`src/rtl/mips_fetch_pkg.sv`:
```
// Shared types and constants for the PC fetch sequencer.
// Defines the FSM state encoding, the instruction width, the PC step and the default reset PC.
package mips_fetch_pkg;

  typedef enum logic [2:0] {
    S_IDLE,
    S_REQ,
    S_WAIT,
    S_DEC,
    S_ERR
  } fetch_state_t;

  localparam int unsigned INST_W           = 32;
  localparam int unsigned PC_STEP          = 4;
  localparam logic [31:0] DEFAULT_RESET_PC = 32'h0000_0000;

  function automatic logic is_taken(input logic jump, input logic br, input logic zero);
    return jump | (br & zero);
  endfunction

endpackage

```
`src/rtl/fetch_timeout_ctr.sv`:
```
// Counts consecutive WAIT cycles without a memory response.
// expired fires on the WAIT cycle whose increment would bring the count to WAIT_MAX.
module fetch_timeout_ctr #(
  parameter int unsigned WAIT_MAX = 15,
  parameter int unsigned CNT_W    = 4
) (
  input  logic clk,
  input  logic reset,
  input  logic clr,
  input  logic en,
  output logic expired
);

  logic [CNT_W-1:0] cnt;

  // Checking against WAIT_MAX-1 makes the error land after exactly WAIT_MAX cycles in WAIT.
  assign expired = en && (cnt == CNT_W'(WAIT_MAX - 1));

  always_ff @(posedge clk or posedge reset) begin
    if (reset) begin
      cnt <= '0;
    end else if (clr) begin
      cnt <= '0;
    end else if (en) begin
      cnt <= cnt + 1'b1;
    end
  end

endmodule

```
`src/rtl/pc_fetch_sequencer.sv`:
```
// PC register and instruction-fetch sequencer between imem, decoder and next-PC datapath.
// Optional macro DELAY_SLOT_EN: taken targets apply one instruction later (MIPS delay slot).
module pc_fetch_sequencer
  import mips_fetch_pkg::*;
#(
  parameter logic [31:0] RESET_PC = DEFAULT_RESET_PC,
  parameter int unsigned WAIT_MAX = 15,
  parameter int unsigned CNT_W    = 4
) (
  input  logic              clk,
  input  logic              reset,
  input  logic              start,
  input  logic              stall,
  output logic              imem_req,
  output logic [31:0]       imem_addr,
  input  logic              imem_rdy,
  input  logic [INST_W-1:0] imem_rdata,
  output logic              inst_valid,
  output logic [INST_W-1:0] inst_out,
  output logic [31:0]       pc_out,
  input  logic              dec_valid,
  input  logic              jump,
  input  logic              br,
  input  logic              zero,
  input  logic              halt,
  input  logic [31:0]       nextpc_in,
  output logic              busy,
  output logic              fetch_err
);

  fetch_state_t state, state_next;

  logic [31:0] pc;
  logic [31:0] pc_next;
  logic [31:0] pc_seq;
  logic        latch_inst;
  logic        commit;
  logic        ctr_clr;
  logic        ctr_en;
  logic        ctr_expired;
  logic        taken;

  fetch_timeout_ctr #(
    .WAIT_MAX (WAIT_MAX),
    .CNT_W    (CNT_W)
  ) u_timeout (
    .clk     (clk),
    .reset   (reset),
    .clr     (ctr_clr),
    .en      (ctr_en),
    .expired (ctr_expired)
  );

  assign taken  = is_taken(jump, br, zero);
  assign pc_seq = pc + 32'(PC_STEP);

  always_comb begin
    state_next = state;
    latch_inst = 1'b0;
    commit     = 1'b0;
    ctr_clr    = 1'b0;
    ctr_en     = 1'b0;
    case (state)
      S_IDLE: begin
        if (start) state_next = S_REQ;
      end
      S_REQ: begin
        if (imem_rdy) begin
          latch_inst = 1'b1;
          state_next = S_DEC;
        end else begin
          ctr_clr    = 1'b1;
          state_next = S_WAIT;
        end
      end
      S_WAIT: begin
        if (imem_rdy) begin
          latch_inst = 1'b1;
          state_next = S_DEC;
        end else begin
          ctr_en = 1'b1;
          if (ctr_expired) state_next = S_ERR;
        end
      end
      S_DEC: begin
        if (dec_valid && !stall) begin
          commit     = 1'b1;
          state_next = halt ? S_IDLE : S_REQ;
        end
      end
      S_ERR: begin
        state_next = S_ERR;
      end
      default: begin
        state_next = S_IDLE;
      end
    endcase
  end

`ifdef DELAY_SLOT_EN
  logic        pend;
  logic [31:0] pend_target;

  // Taken branches inside the slot are ignored: a pending target always wins.
  always_comb begin
    if (pend)       pc_next = pend_target;
    else            pc_next = pc_seq;
  end

  always_ff @(posedge clk or posedge reset) begin
    if (reset) begin
      pend        <= 1'b0;
      pend_target <= '0;
    end else if (commit) begin
      if (pend) begin
        pend <= 1'b0;
      end else if (taken) begin
        pend        <= 1'b1;
        pend_target <= nextpc_in;
      end
    end
  end
`else
  always_comb begin
    pc_next = taken ? nextpc_in : pc_seq;
  end
`endif

  always_ff @(posedge clk or posedge reset) begin
    if (reset) begin
      state    <= S_IDLE;
      pc       <= RESET_PC;
      inst_out <= '0;
    end else begin
      state <= state_next;
      if (commit)     pc       <= pc_next;
      if (latch_inst) inst_out <= imem_rdata;
    end
  end

  assign imem_addr  = pc;
  assign pc_out     = pc;
  assign imem_req   = (state == S_REQ) || (state == S_WAIT);
  assign inst_valid = (state == S_DEC);
  assign busy       = (state != S_IDLE) && (state != S_ERR);
  assign fetch_err  = (state == S_ERR);

endmodule

```
`config.mk`:
```
export PLATFORM = sky130hd
export DESIGN_NAME = pc_fetch_sequencer
export DESIGN_NICKNAME = d
export VERILOG_FILES = /design/src/rtl/mips_fetch_pkg.sv /design/src/rtl/fetch_timeout_ctr.sv /design/src/rtl/pc_fetch_sequencer.sv
export SDC_FILE = /design/constraint.sdc
export NUM_CORES = 1
export LEC_CHECK = 0
export CAP_MARGIN = 10
export CORE_UTILIZATION = 38
export DETAILED_ROUTE_END_ITERATION = 8
export PLACE_DENSITY = 0.77
export SYNTH_ARGS = -nofsm -noshare
export SYNTH_HDL_FRONTEND = slang
export SYNTH_HIERARCHICAL = 1
export SYNTH_SLANG_ARGS = --single-unit
```
`constraint.sdc`:
```
create_clock -name clk -period 2 [get_ports clk]
set_input_delay 0.4 -clock clk [delete_from_list [all_inputs] [get_ports clk]]
set_output_delay 0.4 -clock clk [all_outputs]
set_load 0.01 [all_outputs]
```
==> impl_metrics.json <==
{
  "status": "complete, no violations",
  "die_x_um": 103,
  "synth_cell_types": 56,
  "grt_start_max_net_pins": 33,
  "worst_pin_slew_ns": 0.439,
  "syn_inst": 395,
  "max_freq_mhz": 523,
  "first_pass_iters": 5,
  "period_share": 0.956,
  "crit_path_max_fanout": 3,
  "postRouteAntennaNets": 0,
  "cp-end-kind": "primary output",
  "drt-initial-drc-count": 110,
  "path_clk_slew_ns": 0.08,
  "path_buf_inv": 1,
  "setup_ws_ns": 0.0877,
  "setup_viol": 0,
  "fin_crit_ns": 1.91,
  "root_buffer": "clkbuf_8",
  "io_buffers": 173,
  "ys_ff_latch": 71,
  "pin_count": 174,
  "cts_buffer_depth": 2,
  "antenna_found_initial": 0,
  "cts_buffers": 9,
  "grt_pass1_wl_mm": 16.7,
  "cts.hold.buffers_added": 0,
  "die-height_um": 103,
  "critical_path_class": "reg2out",
  "htreeDepth": 3,
  "r2r_setup_slack_ns": 0.13,
  "drv_slew": 0,
  "synthMuxAreaShare": 0.107,
  "seq_area_frac_synth": 0.455,
  "cts_sinks": 71,
  "synth-xor-area-share": 0.00449,
  "drive_above_1_share": 0.192,
  "synthArstFlopShare": 1.00,
  "yosys_warnings": 6,
  "power.leakage_nw": 2.47,
  "max_cap_viol_count": 0,
  "synth-edff-count": 0,
  "r2r-start": "imem_addr[2]",
  "multi_input_area_um2": 1800,
  "gp_congestion": 0.842,
  "initial_core_util": 0.396,
  "pre_cts_ws_ns": 0.0284,
  "nFillCells": 813,
  "grt_pass1_vias": 3581,
  "syn_nets": 472,
  "finClkSkew_ns": 0.00739,
  "hold_viol_final": 0,
  "drc": 0,
  "cp_data_arrival_time_ns": 1.51,
  "seqCellArea_um2": 1780,
  "wl_mm": 10.9,
  "dpl.hpwl_mm": 8.15,
  "ys.flop_type": "dfrtp_1",
  "powerDensity_nw_per_um2": 1430,
  "wl_per_cell_um": 15.5,
  "setup_tns_ns": 0,
  "r2r-end": "imem_addr[30]",
  "die_area_um2": 10700,
  "slew_headroom": 0.706,
  "slowest_stage": "dfrtp_1",
  "core_area_um2": 9860,
  "clk_latency_ns": 0.34,
  "hold_path.class": "in2async",
  "nNetsFinal": 642,
  "startpoint_type": "flop",
  "globalRouteOverflowTotal": 0,
  "areaGrowthSynthToFinish_pct": 55.4,
  "synth_top_family_by_area": "simple AND/OR/NAND/NOR gates",
  "grt_setup_unrepaired": "no",
  "final_common_cell": "clkdlybuf4s50_1",
  "rows": 36,
  "reg2reg_depth": 7,
  "worstPathRequired_ns": 1.60,
  "cts_tree": "yes",
  "via_per_inst": 5.28,
  "peakVddDrop_mv": 0.797,
  "syn_area_um2": 3900,
  "layout_common_cells": "169 x clkdlybuf4s50_1, 70 x dfrtp_1, 34 x mux2_2, 33 x nand2_1, 32 x a21oi_1",
  "syn_avg_cell_area_um2": 9.88,
  "synth_compound_area_frac": 0.152,
  "synthAdderAreaFrac": 0.00962,
  "num_vias": 3705,
  "crit_chain": "or2_2 > nor2_1 > dlygate4sd2_1",
  "slowest_delay_ns": 0.38,
  "track_usage": 0.202,
  "yosys.area_share.simple": 0.181,
  "critical-path-top-delay-family": "simple AND/OR/NAND/NOR gates",
  "n_antenna_cell": 0
}
==> worst max path at each step <==
stage,from,to,slack [ns],depth (start not counted)
floorplan,imem_addr[2],imem_addr[22],0.09,6
global placement,dec_valid,imem_addr[31],0.03,6
detailed placement,br,imem_addr[22],0.03,5
CTS,state[1],inst_valid,0.005,4
global route,imem_addr[2],imem_addr[26],0.01,6
finish,state[0],fetch_err,0.09,3
==> layout make-up <==
class | count | share of cell area
Timing Repair Buffer | 211 | 0.346
Multi-Input combinational cell | 264 | 0.297
Sequential cell | 71 | 0.293
Tap cell | 133 | 0.0274
Clock buffer | 9 | 0.0204
Clock inverter | 6 | 0.0101
Inverter | 8 | 0.00557
==> what timing repair did <==
action / CTS / global route
gates resized for setup: 4 / 4
buffers inserted: 2 / 0
endpoints found under the setup margin: 3 / 5
==> per-stage QoR <==
step	cells	util	power (mW)	instance area, µm²	hold slack (ns)
after detailed placement	685	0.593	7.57	5850	0.497
after CTS	702	0.614	8.74	6050	0.351
final	702	0.615	8.67	6060	0.361
after floorplan	395	-	5.11	3910	0.166
after global placement	685	0.593	7.41	5850	0.489
after global routing	702	0.615	9.24	6060	0.349
==> kinds of logic (layout without fill, tap and decap cells) <==
family,after synthesis,count (layout)
compound gates,94,94
xor+xnor,2,2
fa+ha+maj,3,3
buf+inv,60,234
flops,71,71
mux,37,37
simple gates,128,128
==> flip-flops by register name, indices dropped and copies added, names as in the netlist <==
name and cells:
imem_addr 32, inst_out 32, state 3, u_timeout/cnt 4
==> where the power goes <==
group | internal (mW) | switching [mW]
sequential | 2.12 | 0.596
combinational | 2.85 | 1.98
clock | 0.567 | 0.558
total | 5.54 | 3.13
==> per-layer routing <==
layer / track usage / part of all wire / vias to the layer above
li1: - / - / 1741
met1: 0.248 / 0.41 / 1799
met2: 0.349 / 0.52 / 149
met3: 0.0457 / 0.058 / 16
met4: 0.0737 / 0.015 / 0
met5: 0 / 0 / -
==> synthesized netlist by cell type (2+ instances only) <==
cell type  number  area, µm²
xnor2_1         2       17.5
o211ai_1        2       15.0
a22oi_1         3       22.5
mux2i_1         2       20.0
o32ai_1         2       17.5
a2bb2oi_1       4       35.0
nand2b_1        3       18.8
nor2_1         23       86.3
a21o_1          2       15.0
dfrtp_1        71       1780
a31oi_1         4       25.0
or3_1           5       31.3
nand4_1        11       68.8
nand3b_1        2       15.0
nor3b_1         2       15.0
inv_1           8       30.0
mux2_2         34        383
o22a_1          5       43.8
and2_1          2       12.5
and4_1          3       26.3
a21oi_1        33        165
nor3_1          5       25.0
ha_1            3       37.5
and3_1          6       37.5
nand3_1        17       85.1
clkbuf_1       11       41.3
nor2b_1         2       12.5
o21ai_0        18       90.1
a211o_2         2       20.0
nor4_1          2       12.5
or2_2           2       12.5
o22ai_1         9       56.3
nand2_1        33        124
buf_4          32        240
buf_1           3       11.3
buf_2           6       30.0
o2bb2ai_1       2       17.5
(Power assumes the default switching activity.)
